**config.mk**
```make
export PLATFORM = sky130hd
export DESIGN_NAME = led_mode_sequencer
export DESIGN_NICKNAME = d
export VERILOG_FILES = /design/src/rtl/led_mode_sequencer.sv
export SDC_FILE = /design/constraint.sdc
export NUM_CORES = 1
export LEC_CHECK = 0
export BUFFER_PORTS_ARGS = -buffer_cell sky130_fd_sc_hd__buf_2
export CAP_MARGIN = 20
export CORE_ASPECT_RATIO = 1.5
export CORE_MARGIN = 2
export CORE_UTILIZATION = 45
export CTS_CLUSTER_DIAMETER = 50
export DETAILED_ROUTE_END_ITERATION = 16
export HOLD_SLACK_MARGIN = 0.08
export PLACE_DENSITY_LB_ADDON = 0.08
export SKIP_LAST_GASP = 1
export SLEW_MARGIN = 25
export SYNTH_ARGS = -nofsm -noshare
export SYNTH_HDL_FRONTEND = slang
export SYNTH_SLANG_ARGS = --single-unit
```
**constraint.sdc**
```tcl
create_clock -name clk -period 3.8 [get_ports clk]
set_input_delay 0.95 -clock clk [delete_from_list [all_inputs] [get_ports clk]]
set_output_delay 0.95 -clock clk [all_outputs]
set_load 0.01 [all_outputs]
```
**src/rtl/led_mode_sequencer.sv**
```systemverilog
`default_nettype none
// ============================================================================
// Module   : led_mode_sequencer
// Purpose  : Generates the 2-bit mode select and the blanking control for the
//            four-input LED mode chooser. Modes step on debounced next/prev
//            buttons or on a dwell timer. A mask lets modes be skipped. Each
//            mode change is followed by a short blank interval that also acts
//            as a restart strobe for the pattern generators.
// Ports    : clk            - system clock
//            reset          - synchronous, active-high reset
//            i_btn_next     - raw async button, rising edge -> next mode
//            i_btn_prev     - raw async button, rising edge -> previous mode
//            i_auto_en      - 1 enables dwell-timer auto-advance
//            i_mode_mask    - bit i = 1 means mode i is selectable
//            o_mode_sel     - registered mode select
//            o_blank        - registered, 1 forces chooser output to zero
//            o_mode_changed - one-cycle pulse on the first cycle of a new mode
// Revision : 1.0 - initial release
// ============================================================================
module led_mode_sequencer #(
  parameter int DEBOUNCE_CYCLES = 50000,
  parameter int AUTO_PERIOD     = 50000000,
  parameter int BLANK_CYCLES    = 4
) (
  input  logic       clk,
  input  logic       reset,
  input  logic       i_btn_next,
  input  logic       i_btn_prev,
  input  logic       i_auto_en,
  input  logic [3:0] i_mode_mask,
  output logic [1:0] o_mode_sel,
  output logic       o_blank,
  output logic       o_mode_changed
);

  localparam int c_DB_W    = (DEBOUNCE_CYCLES > 1) ? $clog2(DEBOUNCE_CYCLES) : 1;
  localparam int c_DWELL_W = (AUTO_PERIOD > 1)     ? $clog2(AUTO_PERIOD)     : 1;
  localparam int c_BLANK_W = (BLANK_CYCLES > 1)    ? $clog2(BLANK_CYCLES)    : 1;

  localparam logic [c_DB_W-1:0]    c_DB_LAST    = c_DB_W'(DEBOUNCE_CYCLES - 1);
  localparam logic [c_DWELL_W-1:0] c_DWELL_LAST = c_DWELL_W'(AUTO_PERIOD - 1);
  localparam logic [c_BLANK_W-1:0] c_BLANK_LAST = c_BLANK_W'(BLANK_CYCLES - 1);

  typedef enum logic [1:0] {
    ST_BLANK = 2'd0,
    ST_RUN   = 2'd1,
    ST_OFF   = 2'd2
  } state_t;

  // --------------------------------------------------------------------------
  // Button conditioning: bit 0 = next, bit 1 = prev
  // --------------------------------------------------------------------------
  logic [1:0]        w_raw;
  logic [1:0]        r_sync1;
  logic [1:0]        r_sync2;
  logic [1:0]        r_db;
  logic [1:0]        r_evt;
  logic [c_DB_W-1:0] r_db_cnt [2];

  assign w_raw = {i_btn_prev, i_btn_next};

  always_ff @(posedge clk) begin
    if (reset) begin
      r_sync1     <= '0;
      r_sync2     <= '0;
      r_db        <= '0;
      r_evt       <= '0;
      r_db_cnt[0] <= '0;
      r_db_cnt[1] <= '0;
    end else begin
      r_sync1 <= w_raw;
      r_sync2 <= r_sync1;
      for (int b = 0; b < 2; b++) begin
        r_evt[b] <= 1'b0;
        if (r_sync2[b] != r_db[b]) begin
          if (r_db_cnt[b] == c_DB_LAST) begin
            r_db[b]     <= r_sync2[b];
            r_db_cnt[b] <= '0;
            // Only an accepted low-to-high transition is an event.
            r_evt[b]    <= r_sync2[b];
          end else begin
            r_db_cnt[b] <= r_db_cnt[b] + 1'b1;
          end
        end else begin
          r_db_cnt[b] <= '0;
        end
      end
    end
  end

  // --------------------------------------------------------------------------
  // Mode search helpers
  // --------------------------------------------------------------------------
  // Returns {found, index}. Scans offsets 3..1 so the nearest hit wins.
  function automatic logic [2:0] f_search(input logic [1:0] m,
                                          input logic [3:0] mask,
                                          input logic       up);
    logic [2:0] res;
    logic [1:0] idx;
    res = {1'b0, m};
    for (int k = 3; k >= 1; k--) begin
      idx = up ? (m + 2'(k)) : (m - 2'(k));
      if (mask[idx]) res = {1'b1, idx};
    end
    return res;
  endfunction

  function automatic logic [1:0] f_lowest(input logic [3:0] mask);
    logic [1:0] idx;
    idx = 2'd0;
    for (int i = 3; i >= 0; i--) begin
      if (mask[i]) idx = 2'(i);
    end
    return idx;
  endfunction

  // --------------------------------------------------------------------------
  // Sequencer FSM
  // --------------------------------------------------------------------------
  state_t                r_state;
  state_t                w_state_nxt;
  logic [1:0]            r_mode;
  logic [1:0]            w_mode_nxt;
  logic                  r_blank;
  logic                  r_changed;
  logic                  w_changed_nxt;
  logic [c_BLANK_W-1:0]  r_blank_cnt;
  logic [c_BLANK_W-1:0]  w_blank_cnt_nxt;
  logic [c_DWELL_W-1:0]  r_dwell;
  logic [c_DWELL_W-1:0]  w_dwell_nxt;
  logic [2:0]            w_next_res;
  logic [2:0]            w_prev_res;
  logic                  w_req;
  logic [2:0]            w_req_res;

  assign w_next_res = f_search(r_mode, i_mode_mask, 1'b1);
  assign w_prev_res = f_search(r_mode, i_mode_mask, 1'b0);

  always_ff @(posedge clk) begin
    if (reset) begin
      r_state     <= ST_BLANK;
      r_mode      <= 2'd0;
      r_blank     <= 1'b1;
      r_changed   <= 1'b0;
      r_blank_cnt <= '0;
      r_dwell     <= '0;
    end else begin
      r_state     <= w_state_nxt;
      r_mode      <= w_mode_nxt;
      r_blank     <= (w_state_nxt != ST_RUN);
      r_changed   <= w_changed_nxt;
      r_blank_cnt <= w_blank_cnt_nxt;
      r_dwell     <= w_dwell_nxt;
    end
  end

  always_comb begin
    w_state_nxt     = r_state;
    w_mode_nxt      = r_mode;
    w_changed_nxt   = 1'b0;
    w_blank_cnt_nxt = '0;
    w_dwell_nxt     = '0;   // any path that does not count clears the dwell
    w_req           = 1'b0;
    w_req_res       = 3'd0;

    case (r_state)
      ST_BLANK: begin
        // Button events and the timer are dropped while blanking.
        if (r_blank_cnt == c_BLANK_LAST) begin
          w_state_nxt = ST_RUN;
        end else begin
          w_blank_cnt_nxt = r_blank_cnt + 1'b1;
        end
      end

      ST_RUN: begin
        if (i_mode_mask == 4'd0) begin
          w_state_nxt = ST_OFF;
          w_mode_nxt  = 2'd0;
        end else if (!i_mode_mask[r_mode]) begin
          w_req     = 1'b1;
          w_req_res = w_next_res;
        end else if (r_evt[0] && r_evt[1]) begin
          // Conflicting requests cancel each other.
        end else if (r_evt[0]) begin
          w_req     = 1'b1;
          w_req_res = w_next_res;
        end else if (r_evt[1]) begin
          w_req     = 1'b1;
          w_req_res = w_prev_res;
        end else if (i_auto_en) begin
          if (r_dwell == c_DWELL_LAST) begin
            w_req     = 1'b1;
            w_req_res = w_next_res;
          end else begin
            w_dwell_nxt = r_dwell + 1'b1;
          end
        end
      end

      ST_OFF: begin
        w_mode_nxt = 2'd0;
        if (i_mode_mask != 4'd0) begin
          w_mode_nxt    = f_lowest(i_mode_mask);
          w_changed_nxt = 1'b1;
          w_state_nxt   = ST_BLANK;
        end
      end

      default: begin
        w_state_nxt = ST_BLANK;
        w_mode_nxt  = 2'd0;
      end
    endcase

    // A request that lands on the current mode only restarts the dwell timer.
    if (w_req && w_req_res[2] && (w_req_res[1:0] != r_mode)) begin
      w_mode_nxt    = w_req_res[1:0];
      w_changed_nxt = 1'b1;
      w_state_nxt   = ST_BLANK;
    end
  end

  assign o_mode_sel     = r_mode;
  assign o_blank        = r_blank;
  assign o_mode_changed = r_changed;

endmodule
`default_nettype wire
```
### After elaboration in Yosys (flattened, before gate mapping)

Memories as Yosys holds them, arrays and structs flattened.
Cells that the tools add are included.
W data, S select, Z words.

| storage, ports and cells | value |
|---|---|
| bits of input ports | 9 |
| bits in registers | 42 |
| RAM bits | 32 |
| word-level logic and storage cells | 151 |
| memories | 1 |
| output and inout bits | 4 |

| operators by class | value |
|---|---|
| reduce and logical (&&, ||, !) cells | 13 |
| order comparisons | 7 |
| equal/unequal tests | 12 |
| multiplexer cells | 82 |
| $add $sub $neg | 10 |
| bitwise operators | 14 |

Memories:

| memory | depth | bits a word | rd ports | clocked after memory_dff | write ports | line | RTL |
|---|---|---|---|---|---|---|---|
| r_db_cnt | 2 | 16 | 2 | 0 | 2 | 58 | `logic [c_DB_W-1:0] r_db_cnt [2];` |

Operators with widths:

| kind | number |
|---|---|
| $mux W16 | 6 |
| $mux W1 | 42 |
| $mux W3 | 14 |
| $add A16 B1 Y16 const B | 2 |
| $eq A16 B16 Y1 const B | 2 |
| $add A26 B1 Y26 const B | 1 |
| $eq A26 B26 Y1 const B | 1 |
| $mux W2 | 11 |
| $lt A2 B3 Y1 const B | 7 |
| $bmux W1 S2 | 7 |
| $pmux W2 S3 | 2 |
| $reduce_or A3 Y1 | 3 |
| $reduce_or A9 Y1 | 1 |
| $not A1 Y1 | 8 |
| $or A1 B1 Y1 | 6 |
| $reduce_and A2 Y1 | 3 |
| $add A2 B1 Y2 const B | 2 |
| $add A2 B2 Y2 const B | 2 |
| $eq A2 B2 Y1 const B | 2 |
| $logic_not A4 Y1 | 1 |
| $reduce_bool A4 Y1 | 1 |
| $sub A2 B2 Y2 const B | 2 |
| $logic_and A1 B1 Y1 | 3 |
| $ne A3 B3 Y1 const B | 1 |
| other kinds (7) | 8 |

### Longest topological paths before layout

| logic depth | value |
|---|---|
| depth in word-level cells | 18 |
| depth in mapped cells | 8 |
| gate-level depth less buffers | 7 |

### Least setup slack after synthesis

OpenSTA, ideal clock, no wires.

| timing | value |
|---|---|
| kind | input port to flip-flop |
| start point | in i_mode_mask[0] |
| end point | reg r_dwell[14] |
| arrival time | 2415 ps |
| stages on the path | 7 |
| setup time | 65 ps |
| data required time | 3735 ps |
| setup slack | 1320 ps |
| path buffers | 3 |
| cell sequence | clkbuf_1 > mux2i_1 > mux2_2 > a2111o_1 > buf_2 > buf_2 > nor2_1 |

| between the ends | value |
|---|---|
| longest elaborated chain between the ends | 4 |
| elaborated cells on any way between the ends | 5 |
| classes of those cells | mux: 2; bitwise: 1; reduce/logical: 2 |

RTL lines:

| what | line | RTL |
|---|---|---|
| start: declaration | 30 | `input logic [3:0] i_mode_mask,` |
| $bmux W1 S2 | 180 | `end else if (!i_mode_mask[r_mode]) begin` |
| $mux W1 (implied by the code) | 180 |  |
| $not A1 Y1 (no line) | -- |  |
| $reduce_or A9 Y1 (no line) (*) | -- |  |
| end signal: assignment | 153 | `r_dwell <= w_dwell_nxt;` |
| end: declaration | 129 | `logic [c_DWELL_W-1:0] r_dwell;` |

Every way passes the cells marked *; elsewhere a longest branch is shown, timed or not. The select of a mux whose other input is x is not followed.
A chain may end at the register's enable or synchronous reset.

### Final worst setup path

| timing | value |
|---|---|
| start point | in i_mode_mask[1] |
| end point | reg r_dwell[9] |

The elaborated chain is that of the path after synthesis.

==> impl_metrics.ini <==
[drt]
finalWirelength_mm = 6.884
antenna_left = 0
detailroute.via_count = 2939
drt_iter0_drc = 113
drt_first_pass_iters = 4
wirelength_per_cell_um = 12.21
drc = 0
via_per_inst = 5.211

[timing]
timing.slew.headroom_pct = 44.15
post-route-period-util_pct = 65.72
totalNegativeSetupSlack_ns = 0
slew_viol_final = 0
whs_ns = 0.4203
worst_setup_slack_final_ns = 1.303
grt_setup_unrepaired = false
worst_pin_slew_ns = 0.8377
min_period_ns = 2.497
hold_violations = 0
clock_tree_skew_after_final_layout_ns = 0.005414
setup-violations-final = 0
max_clock_freq_mhz = 400.4

[placement]
place_worst_setup_slack_ns = 0.9609
gp_congestion = 0.8178
detailed_place_hpwl_mm = 4.850
port_buffers = 12
placement.cell_area_um2 = 4068

[clock_network]
postCtsSetupRepairBufs = 0
clock_tree_from_tritoncts = built
numCtsBuffers = 9
ctsHtreeMaxLevel = 3
ctsLongestPathBuffers = 2
cts_root_buffer = sky130_fd_sc_hd__clkbuf_16
tritoncts_num_sinks = 74
clk_pin_slew_worst_paths_ns = 0.06
postCtsHoldBufs = 0
cts-resized-gates = 0
clock_network_latency_to_the_later_pin_of_the_worst_skew_pair_ns = 0.33

[finish]
mostFrequentLayoutCell = sky130_fd_sc_hd__nor2_1
final_cell_mix = sky130_fd_sc_hd__nor2_1 (79), sky130_fd_sc_hd__dfxtp_1 (42), sky130_fd_sc_hd__xor2_1 (37)
drive_gt1_share_pct = 7.440
finish.instance_area_um2 = 4368
nets = 465
biggestRegsByFlops = r_db_cnt: 32 flops, r_dwell: 26 flops
largest-register = r_db_cnt
diodes = 0
syn_to_final_growth_pct = 13.94
largest_reg_flops = 32

[power]
power.density_nw_per_um2 = 419.7
power.net_switching_w = 0.0004126
switching_share_pct = 22.51
clock_power_share_pct = 45.2
peakVddDrop_mv = 0.2693
p_int_w = 0.001421
leakagePower_nw = 1.516
power_frac_comb_pct = 6.3
pwr-share-seq_pct = 48.5

[setup_path]
setup.worst_path.end = r_dwell[9]
setup.worst_path.start = i_mode_mask[1]
worstPathArrival_ns = 2.68
worst_reg_to_reg_path_cell_count = 7
timing.critical_path.to_type = register
cp_max_fo = 26
critical_path.reg2reg.endpoint = r_db_cnt[1][2]
worst-r2r-setup-slack_ns = 1.49
kind_of_start_point_of_the_critical_path = input port
reg2reg_from = r_db_cnt[1][0]
crit_required_ns = 3.98
timing.setup.critical_path_class = in -> reg

[global_route]
via_count_of_the_first_global_routing_pass = 2749
global_route.overflow_total = 0
groute.usage.overall_pct = 16.55
global_route_wire_length_before_repair_mm = 12.27
grt_max_degree = 27
antenna_found_initial = 0

[floorplan]
floorplan.die.width_um = 79.36
core_um2 = 8362
chipHeight_um = 117.0
floorplan.io_pins = 13
start_util_pct = 45.85
die_area_um2 = 9289
std_cell_rows = 41

[synth]
avgSynthCellArea_um2 = 9.238
dominantRegCellSynth = sky130_fd_sc_hd__dfxtp_1
synth_top_family_by_area = simple AND/OR/NAND/NOR gates
synth_top_area_share_pct = 25.07
synth-xor-area-share_pct = 12.11
synth_simple_gate_area_share_pct = 28.26
synth_enable_flop_cells = 32
synth_seq_cells = 74
synth.mux.area_fraction_pct = 1.860
synth_cells = 415
yosysSeqAreaShare_pct = 47.00
netlist.top_cell.by_area = sky130_fd_sc_hd__edfxtp_1
synth_warnings = 0
syn-cell-area_um2 = 3834
synth.area.top_cells = sky130_fd_sc_hd__edfxtp_1 (25%), sky130_fd_sc_hd__dfxtp_1 (22%), sky130_fd_sc_hd__xor2_1 (8.5%), sky130_fd_sc_hd__nor2_1 (7.7%), sky130_fd_sc_hd__nand3_1 (4.0%)
complex_gate_fraction_of_the_synthesized_area_pct = 6.593
yosys.area_share.adder_pct = 1.305
synth_cell_types = 51
synth_async_sr_flop_share_pct = 0

[hold_path]
hp-class = reg -> reg
holdCritStartpoint = r_blank_cnt[0]

[status]
status = finished clean

[flow_run]
number_of_maximum_capacitance_constraint_violations = 0
logic make-up after synthesis:
family / after synthesis
compound gates: 37
xor+xnor: 53
fa+ha+maj: 4
buf+inv: 25
flops: 74
mux: 7
other cells: 1
simple gates: 214
cell usage after synthesis, types with 2 or more instances:
cell type,instances
sky130_fd_sc_hd__nand4_1,13
sky130_fd_sc_hd__edfxtp_1,32
sky130_fd_sc_hd__or3_1,3
sky130_fd_sc_hd__xor2_1,37
sky130_fd_sc_hd__nand3_1,31
sky130_fd_sc_hd__clkbuf_1,12
sky130_fd_sc_hd__buf_2,4
sky130_fd_sc_hd__dfxtp_1,42
sky130_fd_sc_hd__nor2b_1,8
sky130_fd_sc_hd__inv_1,8
sky130_fd_sc_hd__and4_1,3
sky130_fd_sc_hd__nor3_1,9
sky130_fd_sc_hd__o21ai_0,6
sky130_fd_sc_hd__xnor2_1,16
sky130_fd_sc_hd__o22ai_1,2
sky130_fd_sc_hd__mux2i_1,6
sky130_fd_sc_hd__nor4_1,4
sky130_fd_sc_hd__a31oi_1,2
sky130_fd_sc_hd__a22oi_1,2
sky130_fd_sc_hd__nor2_1,79
sky130_fd_sc_hd__ha_1,4
sky130_fd_sc_hd__a21oi_1,10
sky130_fd_sc_hd__nand2b_1,3
sky130_fd_sc_hd__nand2_1,31
sky130_fd_sc_hd__a211o_1,3
sky130_fd_sc_hd__nor4b_1,5
sky130_fd_sc_hd__or4_1,4
sky130_fd_sc_hd__and3_1,12
sky130_fd_sc_hd__nand4b_1,2
power groups by stage:
stage | clock network [W] | registers, W | logic [W]
global route | 0.000876 | 0.000894 | 0.000135
global placement | 0 | 0.000905 | 0.000113
finish | 0.000828 | 0.000889 | 0.000116
CTS | 0.000851 | 0.000889 | 0.000115
detailed placement | 0 | 0.000906 | 0.000114
floorplan | 0 | 0.000892 | 0.0000986
worst max-delay path, cell delays in order:
cell,delay (ns)
sky130_fd_sc_hd__buf_2,0.18
sky130_fd_sc_hd__or4_1,0.60
sky130_fd_sc_hd__nand2_1,0.16
sky130_fd_sc_hd__a2111o_1,0.67
sky130_fd_sc_hd__nor2_1,0.11
worst min path at each step:
stage / to / slack [ns] / cells past startpoint
after floorplan: r_blank_cnt[0] / 0.40 / 1
after global placement: r_blank_cnt[0] / 0.40 / 1
after detailed placement: r_blank_cnt[0] / 0.41 / 1
after CTS: r_blank_cnt[0] / 0.42 / 1
after global routing: r_blank_cnt[0] / 0.44 / 1
final: r_blank_cnt[0] / 0.42 / 1
cell type report:
type | count | area, um^2
well taps | 107 | 133.9
clock inverters | 4 | 22.52
multi-input cells | 347 | 2042
clock buffers | 12 | 277.8
inverters | 8 | 30.03
flip-flops and latches | 74 | 1802
repair buffers | 12 | 60.06
fillers | 799 | 3994
stage by stage:
| stage | total power, W | utilization, % | std cells |
|---|---|---|---|
| finish | 0.001833 | 52.24 | 564 |
| global route | 0.001905 | 52.24 | 564 |
| CTS | 0.001855 | 52.24 | 564 |
| detailed placement | 0.001021 | 48.65 | 548 |
| global placement | 0.001018 | 48.65 | 548 |
| floorplan | 0.0009906 | - | 446 |
layer usage:
| metal | GRT usage [%] | share of wire (%) | vias to the layer above |
|---|---|---|---|
| li1 | - | - | 1520 |
| met1 | 21.12 | 48 | 1368 |
| met2 | 27.06 | 47 | 40 |
| met3 | 3.298 | 2.9 | 11 |
| met4 | 7.701 | 2.1 | 0 |
| met5 | 0 | 0 | - |
Note: power is estimated with default switching activity, not from simulation.
